===== config.mk =====
export PLATFORM = sky130hd
export DESIGN_NAME = hazard_unit
export DESIGN_NICKNAME = d
export VERILOG_FILES = /design/src/rtl/hazard_unit_pkg.sv /design/src/rtl/hazard_unit_div_stall_fsm.sv /design/src/rtl/hazard_unit.sv
export SDC_FILE = /design/constraint.sdc
export NUM_CORES = 1
export LEC_CHECK = 0
export CAP_MARGIN = 10
export CORE_UTILIZATION = 37
export CTS_BUF_LIST = sky130_fd_sc_hd__clkbuf_4 sky130_fd_sc_hd__clkbuf_8 sky130_fd_sc_hd__clkbuf_16
export CTS_CLUSTER_SIZE = 28
export DETAILED_ROUTE_END_ITERATION = 10
export PLACE_DENSITY = 0.8
export SYNTH_ARGS = -nofsm -noshare
export SYNTH_HDL_FRONTEND = slang
export SYNTH_SLANG_ARGS = --single-unit

===== constraint.sdc =====
create_clock -name i_clk -period 2 [get_ports i_clk]
set_input_delay 0.3 -clock i_clk [delete_from_list [all_inputs] [get_ports i_clk]]
set_output_delay 0.3 -clock i_clk [all_outputs]
set_load 0.1 [all_outputs]

===== src/rtl/hazard_unit_pkg.sv =====
// Shared definitions for the hazard unit: forwarding-select encodings and the
// multi-cycle divide FSM state type.
// No ports; imported by hazard_unit and hazard_unit_div_stall_fsm.
package hazard_unit_pkg;

  // E-stage operand source select
  localparam logic [1:0] FWD_REG = 2'b00;  // register file value
  localparam logic [1:0] FWD_WB  = 2'b01;  // forwarded from writeback
  localparam logic [1:0] FWD_MEM = 2'b10;  // forwarded from memory stage

  // Multi-cycle divide/multiply handshake states
  typedef enum logic {
    S_IDLE = 1'b0,
    S_BUSY = 1'b1
  } div_state_e;

endpackage


===== src/rtl/hazard_unit_div_stall_fsm.sv =====
// Handshake FSM that freezes the pipe while a multi-cycle divide/multiply sits in E.
// Ports: i_clk/i_rst_n; i_divop (op in E), i_div_ready (result pulse), i_except_flush;
//   o_busy_stall (hold F/D/E this cycle), o_div_start/o_div_cancel/o_div_timeout pulses, o_div_busy.
module hazard_unit_div_stall_fsm
  import hazard_unit_pkg::*;
#(
  parameter int CNT_W       = 6,
  parameter int DIV_TIMEOUT = 40
) (
  input  logic i_clk,
  input  logic i_rst_n,
  input  logic i_divop,
  input  logic i_div_ready,
  input  logic i_except_flush,
  output logic o_busy_stall,
  output logic o_div_start,
  output logic o_div_cancel,
  output logic o_div_busy,
  output logic o_div_timeout
);

  localparam logic [CNT_W-1:0] LP_LAST = CNT_W'(DIV_TIMEOUT - 1);

  div_state_e       r_state;
  logic [CNT_W-1:0] r_cnt;

  logic w_busy;
  logic w_start;
  logic w_expire;
  logic w_hold;

  assign w_busy  = (r_state == S_BUSY);
  // Start is Mealy so the pipe freezes in the same cycle the op reaches E.
  assign w_start = (r_state == S_IDLE) && i_divop && !i_except_flush;
  // Exception flush outranks both the watchdog and a coincident result.
  assign w_expire = w_busy && !i_except_flush && !i_div_ready && (r_cnt == LP_LAST);
  assign w_hold   = w_busy && !i_except_flush && !i_div_ready && !w_expire;

  always_ff @(posedge i_clk or negedge i_rst_n) begin
    if (!i_rst_n) begin
      r_state <= S_IDLE;
      r_cnt   <= '0;
    end else begin
      case (r_state)
        S_IDLE: begin
          r_cnt <= '0;
          if (w_start) r_state <= S_BUSY;
        end
        S_BUSY: begin
          if (w_hold) begin
            r_cnt <= r_cnt + 1'b1;
          end else begin
            r_state <= S_IDLE;
            r_cnt   <= '0;
          end
        end
        default: begin
          r_state <= S_IDLE;
          r_cnt   <= '0;
        end
      endcase
    end
  end

  assign o_busy_stall  = w_start || w_hold;
  assign o_div_start   = w_start;
  assign o_div_cancel  = (w_busy && i_except_flush) || w_expire;
  assign o_div_timeout = w_expire;
  assign o_div_busy    = w_busy;

endmodule


===== src/rtl/hazard_unit.sv =====
// Pipeline hazard resolver for the 5-stage MIPS core: forwarding selects, load-use and
// branch stalls, exception flush, and the multi-cycle divide freeze (via the FSM sub-module).
// Ports: stage register indices/control bits in; forward selects, stall/flush, divider handshake out.
module hazard_unit
  import hazard_unit_pkg::*;
#(
  parameter int REG_W       = 5,
  parameter int CNT_W       = 6,
  parameter int DIV_TIMEOUT = 40
) (
  input  logic             i_clk,
  input  logic             i_rst_n,
  input  logic [REG_W-1:0] i_rsD,
  input  logic [REG_W-1:0] i_rtD,
  input  logic [REG_W-1:0] i_rsE,
  input  logic [REG_W-1:0] i_rtE,
  input  logic [REG_W-1:0] i_writeregE,
  input  logic [REG_W-1:0] i_writeregM,
  input  logic [REG_W-1:0] i_writeregW,
  input  logic             i_regwriteE,
  input  logic             i_regwriteM,
  input  logic             i_regwriteW,
  input  logic             i_memtoregE,
  input  logic             i_memtoregM,
  input  logic             i_branchD,
  input  logic             i_jrD,
  input  logic             i_divopE,
  input  logic             i_div_ready,
  input  logic             i_except_flush,
  output logic             o_forwardAD,
  output logic             o_forwardBD,
  output logic [1:0]       o_forwardAE,
  output logic [1:0]       o_forwardBE,
  output logic             o_stallF,
  output logic             o_stallD,
  output logic             o_stallE,
  output logic             o_stallM,
  output logic             o_stallW,
  output logic             o_flushE,
  output logic             o_flushM,
  output logic             o_flushW,
  output logic             o_div_start,
  output logic             o_div_cancel,
  output logic             o_div_busy,
  output logic             o_div_timeout
);

  logic w_busy_stall;
  logic w_div_start;
  logic w_div_cancel;
  logic w_div_busy;
  logic w_div_timeout;

  hazard_unit_div_stall_fsm #(
    .CNT_W      (CNT_W),
    .DIV_TIMEOUT(DIV_TIMEOUT)
  ) u_div_fsm (
    .i_clk         (i_clk),
    .i_rst_n       (i_rst_n),
    .i_divop       (i_divopE),
    .i_div_ready   (i_div_ready),
    .i_except_flush(i_except_flush),
    .o_busy_stall  (w_busy_stall),
    .o_div_start   (w_div_start),
    .o_div_cancel  (w_div_cancel),
    .o_div_busy    (w_div_busy),
    .o_div_timeout (w_div_timeout)
  );

  // Register 0 is hardwired zero, so it never creates a dependency.
  logic w_mE_rs, w_mE_rt, w_wE_rs, w_wE_rt;
  logic w_mD_rs, w_mD_rt;
  logic w_eD_hit, w_lM_hit;
  logic w_lwstall, w_brstall;

  assign w_mE_rs = i_regwriteM && (i_writeregM != '0) && (i_writeregM == i_rsE);
  assign w_mE_rt = i_regwriteM && (i_writeregM != '0) && (i_writeregM == i_rtE);
  assign w_wE_rs = i_regwriteW && (i_writeregW != '0) && (i_writeregW == i_rsE);
  assign w_wE_rt = i_regwriteW && (i_writeregW != '0) && (i_writeregW == i_rtE);
  assign w_mD_rs = i_regwriteM && (i_writeregM != '0) && (i_writeregM == i_rsD);
  assign w_mD_rt = i_regwriteM && (i_writeregM != '0) && (i_writeregM == i_rtD);

  assign w_eD_hit = i_regwriteE && (i_writeregE != '0) &&
                    ((i_writeregE == i_rsD) || (i_writeregE == i_rtD));
  assign w_lM_hit = i_memtoregM && (i_writeregM != '0) &&
                    ((i_writeregM == i_rsD) || (i_writeregM == i_rtD));

  assign w_lwstall = i_memtoregE && (i_rtE != '0) && ((i_rtE == i_rsD) || (i_rtE == i_rtD));
  assign w_brstall = (i_branchD || i_jrD) && (w_eD_hit || w_lM_hit);

  logic [1:0] w_fwd_ae, w_fwd_be;
  logic       w_stall_f, w_stall_d, w_stall_e, w_flush_e, w_flush_m;

  always_comb begin
    w_fwd_ae = w_mE_rs ? FWD_MEM : (w_wE_rs ? FWD_WB : FWD_REG);
    w_fwd_be = w_mE_rt ? FWD_MEM : (w_wE_rt ? FWD_WB : FWD_REG);
  end

  // Priority: exception flush > divide freeze > load-use/branch stall.
  // Hazards are ignored for the whole time the FSM is BUSY (including the
  // release cycle); E still holds the divide then, and any pending D hazard is
  // re-evaluated once the FSM is back in IDLE.
  always_comb begin
    w_stall_f = 1'b0;
    w_stall_d = 1'b0;
    w_stall_e = 1'b0;
    w_flush_e = 1'b0;
    w_flush_m = 1'b0;
    if (i_except_flush) begin
      w_flush_e = 1'b1;
      w_flush_m = 1'b1;
    end else if (w_busy_stall) begin
      w_stall_f = 1'b1;
      w_stall_d = 1'b1;
      w_stall_e = 1'b1;
      w_flush_m = 1'b1;
    end else if (!w_div_busy && (w_lwstall || w_brstall)) begin
      w_stall_f = 1'b1;
      w_stall_d = 1'b1;
      w_flush_e = 1'b1;
    end
  end

  // Every output is forced low while reset is held, including the
  // combinational forwarding paths.
  assign o_forwardAD   = i_rst_n && w_mD_rs;
  assign o_forwardBD   = i_rst_n && w_mD_rt;
  assign o_forwardAE   = i_rst_n ? w_fwd_ae : FWD_REG;
  assign o_forwardBE   = i_rst_n ? w_fwd_be : FWD_REG;
  assign o_stallF      = i_rst_n && w_stall_f;
  assign o_stallD      = i_rst_n && w_stall_d;
  assign o_stallE      = i_rst_n && w_stall_e;
  assign o_flushE      = i_rst_n && w_flush_e;
  assign o_flushM      = i_rst_n && w_flush_m;
  assign o_div_start   = i_rst_n && w_div_start;
  assign o_div_cancel  = i_rst_n && w_div_cancel;
  assign o_div_busy    = i_rst_n && w_div_busy;
  assign o_div_timeout = i_rst_n && w_div_timeout;

  // Reserved stage controls.
  assign o_stallM = 1'b0;
  assign o_stallW = 1'b0;
  assign o_flushW = 1'b0;

endmodule

==> results of run 1 <==
power breakdown:
part           internal [mW]  leakage (nW)  switching [mW]
registers              0.144        0.0966         0.00233
logic                  0.280          1.06           0.325
clock network         0.0902        0.0184          0.0607
layer usage:
layer	track usage (%)	vias to the layer above
li1	-	737
met1	29.5	787
met2	59.0	97
met3	3.46	31
met4	10.3	0
met5	0	-
Yosys cell counts:
cell,instances
buf_4,9
dfrtp_1,7
a31oi_1,3
nor4_2,2
nor3_2,2
nand3_1,7
or4_4,1
xnor2_1,25
nor2b_4,1
nand2b_1,4
nand2_1,2
o211ai_1,1
nor2_1,13
clkbuf_1,3
o221ai_1,2
conb_1,1
nor4_1,3
o32a_1,1
and2_1,1
or2_2,1
nand4_4,2
a21o_1,2
ha_1,1
buf_2,1
o21ai_0,2
buf_6,2
or4_1,5
or3_1,1
nor3_1,6
xor2_1,29
o31a_1,1
nor2b_1,1
and3_2,2
nor2_4,1
inv_1,3
nand4b_1,1
critical path, delay by kind of cell (launching register included):
family / cells / cell delay (ns)
adder cells (fa/ha/maj): 1 / 0.19
AND/OR/NAND/NOR: 3 / 0.46
buffers and inverters: 1 / 0.21
flip-flops: 1 / 0.39
AO/OA/AOI/OAI: 2 / 0.47
per-stage QoR:
stage | setup TNS, ns | cells | cell area, µm² | total power [mW] | util (%)
after floorplan | -3.03 | 151 | 1440 | 0.443 | -
after global placement | -3.63 | 290 | 2480 | 0.665 | 79.3
after detailed placement | -4.18 | 290 | 2480 | 0.680 | 79.3
after CTS | -1.16 | 299 | 2630 | 0.846 | 84.2
after global routing | -2.06 | 310 | 2740 | 0.941 | 87.5
final | -1.35 | 310 | 2740 | 0.902 | 87.5
area by class of cell:
cell class | instances | share of cell area [%]
clock buffer | 4 | 1.10
inverter | 3 | 0.411
timing repair buffer | 125 | 43.1
tap | 44 | 2.01
antenna | 1 | 0.0914
sequential | 7 | 6.40
multi-input combinational | 126 | 46.9
how the worst min path moves through the flow:
stage | to | slack, ns
floorplan | u_div_fsm.o_div_busy | 0.004
global placement | u_div_fsm.r_cnt[0] | 0.45
detailed placement | u_div_fsm.r_cnt[0] | 0.46
CTS | u_div_fsm.r_cnt[2] | 0.17
global route | u_div_fsm.r_cnt[4] | 0.14
finish | u_div_fsm.r_cnt[2] | 0.14
timing repair:
action	4_1_cts	5_1_grt
pin swaps	39	13
endpoints found under the setup margin	13	11
gates resized for setup	130	44
buffers inserted	7	10
logic make-up (layout without fill, tap and decap cells):
family	Yosys count	after routing	share of synthesized area (%)
DFF	7	7	14.1
buffers and inverters	18	132	9.45
and+or+nand+nor	56	56	30.2
other	1	4	0.301
xor gates and xnor gates	54	54	38.0
adders and majority gates	1	1	1.00
AOI/OAI and AO/OA	12	12	7.04
state kept, by name, summed over array words and instances (netlist names):
name and count:
u_div_fsm.o_div_busy 1, u_div_fsm.r_cnt 6
==> flow_metrics.py, run 1 <==
metrics = {
    "run_status": {
        "outcome": "finished with violations",
        "violations": "setup timing",
    },
    "final_layout": {
        "multiInputGateArea_um2": 1280,
        "nets": 314,
        "area_delta_synth_final_pct": 120,
        "final_common_cell": "buf_4",
        "register_area_um2": 175,
        "drive_gt1_share_pct": 60.4,
        "final_cell_mix": "57 x buf_4, 27 x xor2_1, 16 x xnor2_1",
        "nFillCells": 138,
    },
    "logic_synthesis": {
        "syn_area_per_cell_um2": 8.36,
        "syn_inst": 149,
        "ys_seq_area_share_pct": 14.1,
        "yosys.area.top_type": "xor2_1",
        "syn_area_um2": 1240,
        "synth-seq-cells": 7,
        "yosysUniqueCellTypes": 36,
        "synth_area_leaders": "xor2_1 20%, xnor2_1 18%, dfrtp_1 14%",
        "ys_warn_count": 0,
        "netlist.area_leader.share_pct": 20.4,
    },
    "timing": {
        "hold_violations": 0,
        "max_clock_freq_mhz": 438,
        "hold_ws_ns": 0.136,
        "timing.final.max_slew_violations": 0,
        "setup_ws_ns": -0.282,
        "setup_viol_count_final": 8,
        "post-route-min-period_ns": 2.28,
        "skew_ns": 0.00221,
        "post-route-period-util_pct": 114,
        "rsz0062_at_grt": "yes",
    },
    "clock_tree": {
        "insertion_delay_ns": 0.26,
        "root_buffer": "clkbuf_4",
        "ctsHoldBuffers": 0,
        "cts_sinks": 7,
        "cts_buffers": 3,
        "clkTransAtPathRegs_ns": 0.06,
        "htreeDepth": 1,
        "tritoncts": "done",
        "cts_buffer_depth": 2,
    },
    "setup_path": {
        "criticalPathCategory": "reg -> out",
        "startpoint": "u_div_fsm.r_cnt[1]",
        "worstPathMaxFanout": 3,
        "crit_path_end_kind": "output pin",
        "reg2reg_depth": 7,
        "slowest_stage": "dfrtp_1",
        "required_ns": 1.70,
        "rrSetupSlack_ns": 0.45,
        "slowest_delay_ns": 0.39,
        "timing.rr.end": "u_div_fsm.o_div_busy",
        "critPathArrivalTime_ns": 1.98,
        "r2r_start": "u_div_fsm.r_cnt[1]",
        "crit_path_start_kind": "flop",
        "setup.worst_path.end": "o_stallF",
        "path_cells": "ha_2 -> nand4b_1 -> nor2_2 -> or2_4 -> a21o_1 -> a31oi_4 -> buf_12",
    },
    "floorplanning": {
        "die_x_um": 60.0,
        "die_h_um": 60.0,
        "row_count": 20,
        "initial_core_util_pct": 39.8,
        "io_pins": 65,
        "core-area_um2": 3130,
        "dieArea_um2": 3600,
    },
    "drt": {
        "dr_wl_met2_mm": 3.13,
        "drt_wl_total_mm": 5.79,
        "dr_total_vias": 1652,
        "met1_length_mm": 2.06,
        "wl_per_cell_um": 18.7,
        "dr.max_layer_used": "met4",
        "vias_per_cell": 5.33,
        "detail-route-antenna-nets": 0,
        "first_pass_iters": 4,
        "route.met3.wl_um": 292,
        "drtIter0Drc": 79,
        "drc_errors": 0,
    },
    "power": {
        "power_density_nw_per_um2": 330,
        "p_leak_nw": 1.17,
        "vdd_drop_max_v": 0.000175,
    },
    "hold_path": {
        "hold_path_class": "in -> async",
    },
    "place": {
        "port_buffers": 61,
        "hpwl_mm": 3.40,
        "pre_cts_ws_ns": -0.525,
        "gp_congestion": 1.02,
    },
    "grt": {
        "grt-ovfl-total": 0,
        "antenna_found_initial": 1,
        "track_usage_pct": 29.0,
        "grt_pass1_wl_mm": 7.65,
        "grt_max_degree": 14,
        "grt_pass1_vias": 1679,
    },
    "flow_run": {
        "cap_violations": 0,
    },
}
Note: power is estimated with default switching activity, not from simulation.
==> inputs of run 2 (changes only) <==
- CTS_CLUSTER_SIZE: 28 -> 40
==> results of run 2 <==
The final DEF is identical to that of run 1; final timing and power are the same.
==> inputs of run 3 (changes only) <==
- CORE_UTILIZATION: 37 -> 36
- PLACE_DENSITY: 0.8 -> 0.81
- clock period: 2 -> 1.98 ns (I/O delays scaled with it)
==> flow_metrics.py, run 3 (synthesis results as in run 1) <==
metrics = {
    "floorplanning": {
        "dieArea_um2": 3700,
        "initial_core_util_pct": 39.2,
        "die_x_um": 60.8,
        "row_count": 20,
        "core-area_um2": 3180,
        "die_h_um": 60.8,
        "io_pins": 65,
    },
    "final_layout": {
        "final_cell_mix": "56 x buf_4, 27 x xor2_1, 17 x buf_6",
        "area_delta_synth_final_pct": 128,
        "multiInputGateArea_um2": 1340,
        "diodes": 0,
        "nFillCells": 141,
        "register_area_um2": 175,
        "post-route-util_pct": 89.3,
        "drive_gt1_share_pct": 62.5,
        "final_common_cell": "buf_4",
        "nets": 313,
        "finalNonFillerCells": 308,
        "regMostFlops": "u_div_fsm.r_cnt",
        "final_area_um2": 2840,
        "largest_reg_flops": 6,
    },
    "setup_path": {
        "criticalPathCategory": "reg -> out",
        "path_delay_family": "compound AO/OA/AOI/OAI gates",
        "crit_path_start_kind": "flop",
        "required_ns": 1.68,
        "path_cells": "ha_2 -> nand4b_1 -> nor2_2 -> or2_4 -> a21o_4 -> a31oi_4 -> buf_12",
        "slowest_delay_ns": 0.38,
        "critPathArrivalTime_ns": 1.93,
        "slowest_stage": "dfrtp_1",
        "worstPathMaxFanout": 3,
        "crit_path_end_kind": "output pin",
        "path_buf_inv": 1,
    },
    "drt": {
        "wl_per_cell_um": 18.9,
        "dr_total_vias": 1632,
        "drt_wl_total_mm": 5.81,
        "detail-route-antenna-nets": 0,
        "vias_per_cell": 5.30,
        "first_pass_iters": 4,
        "drtIter0Drc": 73,
        "drc_errors": 0,
    },
    "place": {
        "port_buffers": 61,
        "gp_congestion": 0.856,
        "hpwl_mm": 3.80,
        "pre_cts_ws_ns": -0.536,
        "placed_area_um2": 2510,
        "dp_cells": 294,
    },
    "timing": {
        "timing.final.max_slew_violations": 0,
        "skew_ns": 0.00561,
        "max_clock_freq_mhz": 448,
        "setup_viol_count_final": 9,
        "setup_tns_ns": -1.37,
        "rsz0062_at_grt": "yes",
        "setup_ws_ns": -0.250,
        "hold_ws_ns": 0.0212,
        "hold_violations": 0,
        "post-route-period-util_pct": 113,
        "post-route-min-period_ns": 2.23,
    },
    "clock_tree": {
        "cts_buffers": 3,
        "root_buffer": "clkbuf_4",
        "cts_buffer_depth": 2,
        "clkTransAtPathRegs_ns": 0.06,
        "insertion_delay_ns": 0.26,
        "htreeDepth": 1,
        "cts_sinks": 7,
        "tritoncts": "done",
    },
    "power": {
        "p_seq_share_pct": 16.0,
        "internal_power_uw": 534,
        "vdd_drop_max_v": 0.000167,
        "p_leak_nw": 1.23,
        "comb_power_share_pct": 67.7,
        "switching_share_pct": 42.5,
        "total_power_uw": 928,
        "power_density_nw_per_um2": 327,
        "p_clk_share_pct": 16.3,
        "switchingPower_uw": 394,
    },
    "run_status": {
        "violations": "setup timing",
        "outcome": "finished with violations",
    },
    "grt": {
        "grt_pass1_vias": 1822,
        "grt_pass1_wl_mm": 8.41,
        "grt_max_degree": 14,
        "antenna_found_initial": 0,
        "track_usage_pct": 31.4,
        "grt-ovfl-total": 0,
    },
    "hold_path": {
        "hold_path_class": "in -> async",
    },
    "flow_run": {
        "cap_violations": 0,
    },
}
## run 3: changes by cell type in the layout (fill, tap and decap cells not counted), moves of 3 or more
cell | before | now
buf_2 | 14 | 8
buf_6 | 13 | 17
buf_8 | 2 | 5
xnor2_1 | 16 | 13
## run 3: layout make-up
type | count | area share (%)
timing repair buffer | 124 | 43.2
tap | 44 | 1.94
clock buffer | 4 | 1.06
sequential | 7 | 6.17
multi-input combinational | 126 | 47.2
inverter | 3 | 0.397
## run 3: final timing paths
path | cells past startpoint | endpoint | startpoint | slack, ns
max in group asynchronous | 2 | u_div_fsm.r_cnt[2] | i_rst_n | 1.82
worst max-delay path | 7 | o_stallF | u_div_fsm.r_cnt[0] | -0.25
min in group i_clk | 2 | u_div_fsm.r_cnt[0] | u_div_fsm.r_cnt[0] | 0.55
worst max register to register | 6 | u_div_fsm.r_cnt[4] | u_div_fsm.r_cnt[0] | 0.31
worst min register to register | 2 | u_div_fsm.r_cnt[0] | u_div_fsm.r_cnt[0] | 0.55
worst min-delay path | 2 | u_div_fsm.r_cnt[4] | i_rst_n | 0.02
## run 3: what timing repair did
action,in CTS,in global routing
pin swaps,38,33
setup buffers,12,2
gates resized for setup,137,60
hold buffers,0,0
endpoints found under the setup margin,14,12
## run 3: power by group through the flow
stage / Combinational, mW / Clock (mW) / Sequential [mW]
CTS: 0.575 / 0.149 / 0.148
global route: 0.654 / 0.159 / 0.149
detailed placement: 0.545 / 0 / 0.150
finish: 0.628 / 0.152 / 0.149
floorplan: 0.298 / 0 / 0.149
global placement: 0.528 / 0 / 0.150
## run 3: per-layer routing
metal	global-route usage, %	share of wire [%]	up-vias
li1	-	-	736
met1	32.0	36	797
met2	64.5	56	79
met3	4.05	4.7	20
met4	10.4	3.0	0
met5	0	0	-
